$ cat config.mk
export PLATFORM = sky130hd
export DESIGN_NAME = id_ex_issue_flat
export DESIGN_NICKNAME = d
export VERILOG_FILES = /design/src/rtl/id_ex_issue_pkg.sv /design/src/rtl/id_ex_issue_if.sv /design/src/rtl/id_ex_issue_load_use_detect.sv /design/src/rtl/id_ex_issue.sv /design/src/flat_wrapper.sv
export SDC_FILE = /design/constraint.sdc
export NUM_CORES = 1
export LEC_CHECK = 0
export ABC_AREA = 1
export BUFFER_PORTS_ARGS = -buffer_cell sky130_fd_sc_hd__buf_2
export CORE_MARGIN = 2
export CORE_UTILIZATION = 41
export DETAILED_ROUTE_END_ITERATION = 6
export PLACE_DENSITY = 0.78
export SLEW_MARGIN = 10
export SYNTH_ARGS = -nofsm -noshare
export SYNTH_HDL_FRONTEND = slang
export SYNTH_HIERARCHICAL = 1
export SYNTH_SLANG_ARGS = --single-unit
$ cat constraint.sdc
create_clock -name Clk -period 1.6 [get_ports Clk]
set_input_delay 0 -clock Clk [delete_from_list [all_inputs] [get_ports Clk]]
set_output_delay 0 -clock Clk [all_outputs]
set_load 0.03 [all_outputs]
$ cat src/rtl/id_ex_issue_pkg.sv
`default_nettype none
// ============================================================================
// Module   : id_ex_issue_pkg
// Purpose  : Shared widths, NOP encoding and issue-action decode for ID->EX.
// Revision : 1.0  initial release
// ============================================================================
package id_ex_issue_pkg;

    localparam int DATA_W  = 32;
    localparam int RADDR_W = 5;
    localparam int ALUOP_W = 6;
    localparam int CNT_W   = 16;

    localparam logic [ALUOP_W-1:0] c_ALUOP_NOP = 6'b0;

    typedef enum logic [1:0] {
        ACT_NORMAL = 2'd0,
        ACT_FLUSH  = 2'd1,
        ACT_HOLD   = 2'd2,
        ACT_BUBBLE = 2'd3
    } issue_act_e;

    // Flush beats hold beats load-use.
    function automatic issue_act_e issueAction(input logic flush, input logic hold,
                                               input logic loadUse);
        if (flush)        return ACT_FLUSH;
        else if (hold)    return ACT_HOLD;
        else if (loadUse) return ACT_BUBBLE;
        else              return ACT_NORMAL;
    endfunction

endpackage
`default_nettype wire

$ cat src/rtl/id_ex_issue_if.sv
`default_nettype none
// ============================================================================
// Module   : id_ex_issue_if
// Purpose  : ID-side inputs and EX-side outputs of the ID->EX issue register.
// Revision : 1.0  initial release
// ============================================================================
interface id_ex_issue_if #(
    parameter int DATA_W  = id_ex_issue_pkg::DATA_W,
    parameter int RADDR_W = id_ex_issue_pkg::RADDR_W,
    parameter int ALUOP_W = id_ex_issue_pkg::ALUOP_W,
    parameter int CNT_W   = id_ex_issue_pkg::CNT_W
);
    logic               RegWrite_ID, MemtoReg_ID, Branch_ID, MemRead_ID;
    logic               MemWrite_ID, RegDst_ID, ALUSrc_ID;
    logic [ALUOP_W-1:0] ALUOp_ID;
    logic [DATA_W-1:0]  PCAddResult_ID, ReadData1_ID, ReadData2_ID, SignExtResult_ID;
    logic [RADDR_W-1:0] rs_ID, rt_ID, rd_ID;
    logic               Valid_ID, Flush_MEM, Hold_MEM;

    logic               RegWrite_EX, MemtoReg_EX, Branch_EX, MemRead_EX;
    logic               MemWrite_EX, RegDst_EX, ALUSrc_EX;
    logic [ALUOP_W-1:0] ALUOp_EX;
    logic [DATA_W-1:0]  PCAddResult_EX, ReadData1_EX, ReadData2_EX, SignExtResult_EX;
    logic [RADDR_W-1:0] rs_EX, rt_EX, rd_EX;
    logic               Valid_EX, PCWrite, IFIDWrite;
    logic [CNT_W-1:0]   BubbleCount;

    modport master (
        output RegWrite_ID, MemtoReg_ID, Branch_ID, MemRead_ID, MemWrite_ID, RegDst_ID,
               ALUSrc_ID, ALUOp_ID, PCAddResult_ID, ReadData1_ID, ReadData2_ID,
               SignExtResult_ID, rs_ID, rt_ID, rd_ID, Valid_ID, Flush_MEM, Hold_MEM,
        input  RegWrite_EX, MemtoReg_EX, Branch_EX, MemRead_EX, MemWrite_EX, RegDst_EX,
               ALUSrc_EX, ALUOp_EX, PCAddResult_EX, ReadData1_EX, ReadData2_EX,
               SignExtResult_EX, rs_EX, rt_EX, rd_EX, Valid_EX, PCWrite, IFIDWrite,
               BubbleCount
    );

    modport slave (
        input  RegWrite_ID, MemtoReg_ID, Branch_ID, MemRead_ID, MemWrite_ID, RegDst_ID,
               ALUSrc_ID, ALUOp_ID, PCAddResult_ID, ReadData1_ID, ReadData2_ID,
               SignExtResult_ID, rs_ID, rt_ID, rd_ID, Valid_ID, Flush_MEM, Hold_MEM,
        output RegWrite_EX, MemtoReg_EX, Branch_EX, MemRead_EX, MemWrite_EX, RegDst_EX,
               ALUSrc_EX, ALUOp_EX, PCAddResult_EX, ReadData1_EX, ReadData2_EX,
               SignExtResult_EX, rs_EX, rt_EX, rd_EX, Valid_EX, PCWrite, IFIDWrite,
               BubbleCount
    );
endinterface
`default_nettype wire

$ cat src/rtl/id_ex_issue_load_use_detect.sv
`default_nettype none
// ============================================================================
// Module   : load_use_detect
// Purpose  : Combinational load-use hazard between the EX load and ID sources.
// Revision : 1.0  initial release
// ============================================================================
module load_use_detect #(
    parameter int RADDR_W = id_ex_issue_pkg::RADDR_W
) (
    input  wire logic               i_validEx,
    input  wire logic               i_memReadEx,
    input  wire logic               i_validId,
    input  wire logic [RADDR_W-1:0] i_rtEx,
    input  wire logic [RADDR_W-1:0] i_rsId,
    input  wire logic [RADDR_W-1:0] i_rtId,
    output logic                    o_loadUse
);
    logic w_srcMatch;

    // Register 0 is hardwired, so a load into it never creates a dependency.
    assign w_srcMatch = (i_rtEx == i_rsId) || (i_rtEx == i_rtId);
    assign o_loadUse  = i_validEx && i_memReadEx && i_validId &&
                        (i_rtEx != '0) && w_srcMatch;
endmodule
`default_nettype wire

$ cat src/rtl/id_ex_issue.sv
`default_nettype none
// ============================================================================
// Module   : id_ex_issue
// Purpose  : ID->EX issue register with load-use stall, flush, hold and a
//            saturating bubble counter.
// Revision : 1.0  initial release
// ============================================================================
module id_ex_issue #(
    parameter int DATA_W  = id_ex_issue_pkg::DATA_W,
    parameter int RADDR_W = id_ex_issue_pkg::RADDR_W,
    parameter int ALUOP_W = id_ex_issue_pkg::ALUOP_W,
    parameter int CNT_W   = id_ex_issue_pkg::CNT_W
) (
    input  wire logic    Clk,
    input  wire logic    Reset_n,
    id_ex_issue_if.slave bus
);
    import id_ex_issue_pkg::*;

    localparam int               c_CTRL_W  = 7 + ALUOP_W;
    localparam logic [CNT_W-1:0] c_CNT_MAX = '1;

    logic [c_CTRL_W-1:0] w_ctrlId;
    logic [c_CTRL_W-1:0] w_ctrlBubble;
    logic [c_CTRL_W-1:0] r_ctrl;
    logic [DATA_W-1:0]   r_pcAdd, r_readData1, r_readData2, r_signExt;
    logic [RADDR_W-1:0]  r_rs, r_rt, r_rd;
    logic                r_valid;
    logic [CNT_W-1:0]    r_bubbleCount;
    logic [CNT_W-1:0]    w_bubbleInc;
    logic                w_loadUse;
    issue_act_e          w_act;

    load_use_detect #(.RADDR_W(RADDR_W)) u_loadUseDetect (
        .i_validEx   (r_valid),
        .i_memReadEx (bus.MemRead_EX),
        .i_validId   (bus.Valid_ID),
        .i_rtEx      (r_rt),
        .i_rsId      (bus.rs_ID),
        .i_rtId      (bus.rt_ID),
        .o_loadUse   (w_loadUse)
    );

    assign w_act = issueAction(bus.Flush_MEM, bus.Hold_MEM, w_loadUse);

    // An empty ID slot must never carry live control into EX.
    assign w_ctrlId = bus.Valid_ID ?
        {bus.RegWrite_ID, bus.MemtoReg_ID, bus.Branch_ID, bus.MemRead_ID,
         bus.MemWrite_ID, bus.RegDst_ID, bus.ALUSrc_ID, bus.ALUOp_ID} : '0;
    assign w_ctrlBubble = {7'b0, ALUOP_W'(c_ALUOP_NOP)};

    assign w_bubbleInc = (r_bubbleCount == c_CNT_MAX) ? r_bubbleCount
                                                      : r_bubbleCount + CNT_W'(1);

    always_ff @(posedge Clk) begin
        if (!Reset_n) begin
            r_ctrl        <= '0;
            r_valid       <= 1'b0;
            r_pcAdd       <= '0;
            r_readData1   <= '0;
            r_readData2   <= '0;
            r_signExt     <= '0;
            r_rs          <= '0;
            r_rt          <= '0;
            r_rd          <= '0;
            r_bubbleCount <= '0;
        end else begin
            case (w_act)
                ACT_FLUSH: begin
                    r_ctrl        <= w_ctrlBubble;
                    r_valid       <= 1'b0;
                    r_pcAdd       <= bus.PCAddResult_ID;
                    r_readData1   <= bus.ReadData1_ID;
                    r_readData2   <= bus.ReadData2_ID;
                    r_signExt     <= bus.SignExtResult_ID;
                    r_rs          <= bus.rs_ID;
                    r_rt          <= bus.rt_ID;
                    r_rd          <= bus.rd_ID;
                    r_bubbleCount <= w_bubbleInc;
                end
                ACT_HOLD: begin
                    r_ctrl <= r_ctrl;
                end
                ACT_BUBBLE: begin
                    // Datapath keeps the load so the stalled consumer re-tests cleanly.
                    r_ctrl        <= w_ctrlBubble;
                    r_valid       <= 1'b0;
                    r_bubbleCount <= w_bubbleInc;
                end
                default: begin
                    r_ctrl      <= w_ctrlId;
                    r_valid     <= bus.Valid_ID;
                    r_pcAdd     <= bus.PCAddResult_ID;
                    r_readData1 <= bus.ReadData1_ID;
                    r_readData2 <= bus.ReadData2_ID;
                    r_signExt   <= bus.SignExtResult_ID;
                    r_rs        <= bus.rs_ID;
                    r_rt        <= bus.rt_ID;
                    r_rd        <= bus.rd_ID;
                end
            endcase
        end
    end

    assign {bus.RegWrite_EX, bus.MemtoReg_EX, bus.Branch_EX, bus.MemRead_EX,
            bus.MemWrite_EX, bus.RegDst_EX, bus.ALUSrc_EX, bus.ALUOp_EX} = r_ctrl;
    assign bus.Valid_EX         = r_valid;
    assign bus.PCAddResult_EX   = r_pcAdd;
    assign bus.ReadData1_EX     = r_readData1;
    assign bus.ReadData2_EX     = r_readData2;
    assign bus.SignExtResult_EX = r_signExt;
    assign bus.rs_EX            = r_rs;
    assign bus.rt_EX            = r_rt;
    assign bus.rd_EX            = r_rd;
    assign bus.BubbleCount      = r_bubbleCount;

    assign bus.PCWrite   = (w_act == ACT_NORMAL) || (w_act == ACT_FLUSH);
    assign bus.IFIDWrite = bus.PCWrite;
endmodule
`default_nettype wire

$ cat src/flat_wrapper.sv
// flat-port wrapper written by rule: the top's interface ports become plain ports
module id_ex_issue_flat import id_ex_issue_pkg::*;
#(
    parameter int DATA_W  = id_ex_issue_pkg::DATA_W,
    parameter int RADDR_W = id_ex_issue_pkg::RADDR_W,
    parameter int ALUOP_W = id_ex_issue_pkg::ALUOP_W,
    parameter int CNT_W   = id_ex_issue_pkg::CNT_W
)
  (Clk, Reset_n, bus_RegWrite_ID, bus_MemtoReg_ID, bus_Branch_ID, bus_MemRead_ID, bus_MemWrite_ID, bus_RegDst_ID, bus_ALUSrc_ID, bus_ALUOp_ID, bus_PCAddResult_ID, bus_ReadData1_ID, bus_ReadData2_ID, bus_SignExtResult_ID, bus_rs_ID, bus_rt_ID, bus_rd_ID, bus_Valid_ID, bus_Flush_MEM, bus_Hold_MEM, bus_RegWrite_EX, bus_MemtoReg_EX, bus_Branch_EX, bus_MemRead_EX, bus_MemWrite_EX, bus_RegDst_EX, bus_ALUSrc_EX, bus_ALUOp_EX, bus_PCAddResult_EX, bus_ReadData1_EX, bus_ReadData2_EX, bus_SignExtResult_EX, bus_rs_EX, bus_rt_EX, bus_rd_EX, bus_Valid_EX, bus_PCWrite, bus_IFIDWrite, bus_BubbleCount);
  id_ex_issue_if #(.DATA_W(DATA_W), .RADDR_W(RADDR_W), .ALUOP_W(ALUOP_W), .CNT_W(CNT_W)) bus_i ();
  input  wire logic Clk;
  input  wire logic Reset_n;
  input wire logic [$bits(bus_i.RegWrite_ID)-1:0] bus_RegWrite_ID;
  input wire logic [$bits(bus_i.MemtoReg_ID)-1:0] bus_MemtoReg_ID;
  input wire logic [$bits(bus_i.Branch_ID)-1:0] bus_Branch_ID;
  input wire logic [$bits(bus_i.MemRead_ID)-1:0] bus_MemRead_ID;
  input wire logic [$bits(bus_i.MemWrite_ID)-1:0] bus_MemWrite_ID;
  input wire logic [$bits(bus_i.RegDst_ID)-1:0] bus_RegDst_ID;
  input wire logic [$bits(bus_i.ALUSrc_ID)-1:0] bus_ALUSrc_ID;
  input wire logic [$bits(bus_i.ALUOp_ID)-1:0] bus_ALUOp_ID;
  input wire logic [$bits(bus_i.PCAddResult_ID)-1:0] bus_PCAddResult_ID;
  input wire logic [$bits(bus_i.ReadData1_ID)-1:0] bus_ReadData1_ID;
  input wire logic [$bits(bus_i.ReadData2_ID)-1:0] bus_ReadData2_ID;
  input wire logic [$bits(bus_i.SignExtResult_ID)-1:0] bus_SignExtResult_ID;
  input wire logic [$bits(bus_i.rs_ID)-1:0] bus_rs_ID;
  input wire logic [$bits(bus_i.rt_ID)-1:0] bus_rt_ID;
  input wire logic [$bits(bus_i.rd_ID)-1:0] bus_rd_ID;
  input wire logic [$bits(bus_i.Valid_ID)-1:0] bus_Valid_ID;
  input wire logic [$bits(bus_i.Flush_MEM)-1:0] bus_Flush_MEM;
  input wire logic [$bits(bus_i.Hold_MEM)-1:0] bus_Hold_MEM;
  output wire logic [$bits(bus_i.RegWrite_EX)-1:0] bus_RegWrite_EX;
  output wire logic [$bits(bus_i.MemtoReg_EX)-1:0] bus_MemtoReg_EX;
  output wire logic [$bits(bus_i.Branch_EX)-1:0] bus_Branch_EX;
  output wire logic [$bits(bus_i.MemRead_EX)-1:0] bus_MemRead_EX;
  output wire logic [$bits(bus_i.MemWrite_EX)-1:0] bus_MemWrite_EX;
  output wire logic [$bits(bus_i.RegDst_EX)-1:0] bus_RegDst_EX;
  output wire logic [$bits(bus_i.ALUSrc_EX)-1:0] bus_ALUSrc_EX;
  output wire logic [$bits(bus_i.ALUOp_EX)-1:0] bus_ALUOp_EX;
  output wire logic [$bits(bus_i.PCAddResult_EX)-1:0] bus_PCAddResult_EX;
  output wire logic [$bits(bus_i.ReadData1_EX)-1:0] bus_ReadData1_EX;
  output wire logic [$bits(bus_i.ReadData2_EX)-1:0] bus_ReadData2_EX;
  output wire logic [$bits(bus_i.SignExtResult_EX)-1:0] bus_SignExtResult_EX;
  output wire logic [$bits(bus_i.rs_EX)-1:0] bus_rs_EX;
  output wire logic [$bits(bus_i.rt_EX)-1:0] bus_rt_EX;
  output wire logic [$bits(bus_i.rd_EX)-1:0] bus_rd_EX;
  output wire logic [$bits(bus_i.Valid_EX)-1:0] bus_Valid_EX;
  output wire logic [$bits(bus_i.PCWrite)-1:0] bus_PCWrite;
  output wire logic [$bits(bus_i.IFIDWrite)-1:0] bus_IFIDWrite;
  output wire logic [$bits(bus_i.BubbleCount)-1:0] bus_BubbleCount;
  assign bus_i.RegWrite_ID = bus_RegWrite_ID;
  assign bus_i.MemtoReg_ID = bus_MemtoReg_ID;
  assign bus_i.Branch_ID = bus_Branch_ID;
  assign bus_i.MemRead_ID = bus_MemRead_ID;
  assign bus_i.MemWrite_ID = bus_MemWrite_ID;
  assign bus_i.RegDst_ID = bus_RegDst_ID;
  assign bus_i.ALUSrc_ID = bus_ALUSrc_ID;
  assign bus_i.ALUOp_ID = bus_ALUOp_ID;
  assign bus_i.PCAddResult_ID = bus_PCAddResult_ID;
  assign bus_i.ReadData1_ID = bus_ReadData1_ID;
  assign bus_i.ReadData2_ID = bus_ReadData2_ID;
  assign bus_i.SignExtResult_ID = bus_SignExtResult_ID;
  assign bus_i.rs_ID = bus_rs_ID;
  assign bus_i.rt_ID = bus_rt_ID;
  assign bus_i.rd_ID = bus_rd_ID;
  assign bus_i.Valid_ID = bus_Valid_ID;
  assign bus_i.Flush_MEM = bus_Flush_MEM;
  assign bus_i.Hold_MEM = bus_Hold_MEM;
  assign bus_RegWrite_EX = bus_i.RegWrite_EX;
  assign bus_MemtoReg_EX = bus_i.MemtoReg_EX;
  assign bus_Branch_EX = bus_i.Branch_EX;
  assign bus_MemRead_EX = bus_i.MemRead_EX;
  assign bus_MemWrite_EX = bus_i.MemWrite_EX;
  assign bus_RegDst_EX = bus_i.RegDst_EX;
  assign bus_ALUSrc_EX = bus_i.ALUSrc_EX;
  assign bus_ALUOp_EX = bus_i.ALUOp_EX;
  assign bus_PCAddResult_EX = bus_i.PCAddResult_EX;
  assign bus_ReadData1_EX = bus_i.ReadData1_EX;
  assign bus_ReadData2_EX = bus_i.ReadData2_EX;
  assign bus_SignExtResult_EX = bus_i.SignExtResult_EX;
  assign bus_rs_EX = bus_i.rs_EX;
  assign bus_rt_EX = bus_i.rt_EX;
  assign bus_rd_EX = bus_i.rd_EX;
  assign bus_Valid_EX = bus_i.Valid_EX;
  assign bus_PCWrite = bus_i.PCWrite;
  assign bus_IFIDWrite = bus_i.IFIDWrite;
  assign bus_BubbleCount = bus_i.BubbleCount;
  id_ex_issue #(.DATA_W(DATA_W), .RADDR_W(RADDR_W), .ALUOP_W(ALUOP_W), .CNT_W(CNT_W)) u_core (.Clk(Clk), .Reset_n(Reset_n), .bus(bus_i));
endmodule
==> run summary <==
Status = finished with violations
Failing checks = setup timing
CTS root buf = clkbuf_16
CTS Buffer Depth = 2
Slew margin rel. = 0.5327
Synthesis warning total = 6
Post-synth top cells = nor2_1 (328), dfxtp_1 (173), o21ai_0 (145), nand2_1 (85), clkbuf_1 (32)
Total congestion overflow = 0
FF/Latch Area = 3482 sq um
DRC viols = 0
DR vias/cell = 5.376
Wire length per cell = 19.25 um
Pins Over Slew Limit = 0
Largest fanout on the critical path = 9
All-Layer GR Usage = 0.3143
Fin. Hold Viols = 0
Logic pwr share = 0.229
CTS tree = built
Post-synth EDFFs = 0
Flop pwr share = 0.417
Antenna-violating nets left = 0
CP Capture Type = flop
Mapped Cells = 879
Worst vdd ir = 0.0007233 V
Area growth from synthesis to layout = 84.65%
Post-Place Worst Slack = -0.1742 ns
Worst Skew = 0.01130 ns
Register bit count reported by yosys = 173
Cell Int Power = 7.835 mW
Area of the multi-input gates = 3364 sq um
CTS HTree Levels = 4
Post-synthesis sequential area ratio = 0.5300
Port bufs = 335
Largest net degree at the start of global routing = 77
Die width = 130.3 um
Worst skew pair latency = 0.43 ns
Total negative setup slack = -43.29 ns
Switching Share = 0.3188
Unrepaired setup endpoints after global routing = yes
Vias in the first global route = 8422
GP Congestion = 0.8121
Fin nets = 1559
Most numerous cell in the Yosys netlist = nor2_1
Synth area leaders = dfxtp_1 (53%), nor2_1 (19%), o21ai_0 (11%)
NetSw = 3.666 mW
Die Y = 130.3 um
Routed wire length = 31320 um
Syn Std Cell Area = 6535 sq um
Initial antenna violation count = 1
Overall via count from detail_route = 8747
Final worst slack = -0.3764 ns
Crit path required time = 1.91 ns
Clock Sinks = 173
Lkg Pwr = 5.634 nW
IO Pins = 336
Crit path DAT = 2.29 ns
Hpwl dp = 13420 um
Largest area contributor in the netlist = dfxtp_1
Fin crit share = 1.235
Syn_nets = 1041
Top_reg_cell synth = dfxtp_1
Number of CTS-inserted buffers = 17
Fraction of layout cells with a size suffix above 1 = 0.4234
Measured slew at the worst slew-check pin = 0.6966 ns
Initial Utilization = 0.4159
Die ar. = 16970 sq um
Asr flop ratio synth = 0
Share of the synthesized area in the top cell type = 0.5300
Min-Delay Path Class = in2reg
Final setup viols = 175
Rows = 46
Mean post-synth cell area = 7.435 sq um
Max Fclk = 0.5060 GHz
First-pass DRT Iterations = 6
Clock-pin slew on the worst setup and hold paths = 0.07 ns
Netlist cell types = 26
Tmin final = 1.976 ns
CP startpoint kind = flop
Critical path class = reg2reg
Clock share of power = 0.354
Power per standard cell area = 953.2 nW/um^2
Core footprint = 15710 sq um
Initial drt markers = 801
MaxCap Viol Count = 0
Fillers = 914
First-pass GRT wire length = 41520 um
-- worst max-delay path: stages, from the launching register on --
cell and delay [ns]:
dfxtp_4 0.37, buf_4 0.14, nor2_2 0.07, nand4_1 0.10, nand4_1 0.13, a21oi_2 0.06
nor2_2 0.12, inv_2 0.08, nand2_8 0.10, buf_6 0.18, inv_8 0.07, buf_12 0.15
nor2_1 0.19, nor2_1 0.10
-- cell usage in the layout, fill, tap and decap left out, types with 20 or more instances in the layout --
cell and count:
nor2_2 39, o21ai_1 70, nor2_1 275, buf_4 20, dlygate4sd3_1 158, nand2_1 80, buf_2 332, clkbuf_16 23
dfxtp_1 168, o21ai_2 61, nor2_4 22
-- layer usage --
layer	global-route usage	part of all wire	vias to the layer above	routed length, um
met5	0	0	-	0
met4	0.1746	0.063	0	1969
met3	0.09430	0.10	181	3136
met2	0.5500	0.49	693	15290
met1	0.3397	0.35	4019	10920
li1	-	-	3854	-
-- layout make-up --
type | instances | share of cell area
Multi-Input combinational cell | 626 | 0.2788
Timing Repair inverter | 2 | 0.002592
Tap cell | 216 | 0.02240
Clock inverter | 14 | 0.01109
Inverter | 29 | 0.01130
Clock buffer | 18 | 0.03557
Antenna cell | 1 | 0.0002074
Sequential cell | 173 | 0.2886
Timing Repair Buffer | 548 | 0.3494
-- worst paths after layout --
kind	from	endpoint	slack [ns]	cells after the start
hold / removal	bus_Hold_MEM	u_core/bus.Valid_EX$_SDFFE_PN0P_	0.07	5
hold reg to reg	u_core/r_ctrl[11]$_SDFFE_PN0P_	u_core/r_ctrl[11]$_SDFFE_PN0P_	0.46	2
setup / recovery	u_core/bus.rt_EX[0]$_SDFFE_PN0N_	u_core/bus.ReadData2_EX[26]$_SDFFE_PN0N_	-0.38	13
setup reg to reg	u_core/bus.rt_EX[0]$_SDFFE_PN0N_	u_core/bus.ReadData2_EX[26]$_SDFFE_PN0N_	-0.38	13
-- stage by stage --
step	hold WS [ns]	std cells	instance area (sq um)	total power, mW	utilization
5_1_grt	0.07802	1626	12060	11.84	0.7678
4_1_cts	0.02129	1620	11530	11.13	0.7339
6_report	0.07435	1627	12070	11.50	0.7680
2_1_floorplan	0.1337	879	6661	5.912	-
3_5_place_dp	0.2262	1399	8579	6.553	0.5460
3_3_place_gp	0.2195	1399	8579	6.529	0.5460
-- what timing repair did --
item | CTS | global route
cloned | 15 | 9
pin swaps | 13 | 32
gates resized for setup | 121 | 157
hold endpoints to repair | 163 | 0
setup buffers | 16 | 2
hold buffers | 158 | 0
setup endpoints to repair | 174 | 175
-- power groups by stage --
stage	clock network (mW)	logic, mW	registers, mW
after floorplan	0	0.556	5.36
after global placement	0	1.72	4.80
after detailed placement	0	1.74	4.81
after CTS	4.07	2.32	4.74
after global routing	4.27	2.75	4.81
final	4.07	2.64	4.79
-- cells by family (layout without fill, tap and decap cells) --
kind of cell             Yosys count  in the layout  synth area share
AND/OR/NAND/NOR                  447            448            0.2709
XOR/XNOR                           6              6          0.008043
AO/OA/AOI/OAI                    171            171            0.1336
other                              0              1                 0
adder cells (fa/ha/maj)            1              1          0.001914
flip-flops                       173            173            0.5300
buffers and inverters             81            611           0.05552
-- registers in the layout (all words and copies together), names as in the netlist --
signal / count
u_core/bus.BubbleCount: 16
u_core/bus.rd_EX: 5
u_core/bus.rt_EX: 5
u_core/bus.PCAddResult_EX: 32
u_core/bus.SignExtResult_EX: 32
u_core/r_ctrl: 13
u_core/bus.Valid_EX: 1
u_core/bus.ReadData1_EX: 32
u_core/bus.ReadData2_EX: 32
u_core/bus.rs_EX: 5
(Power assumes the default switching activity.)
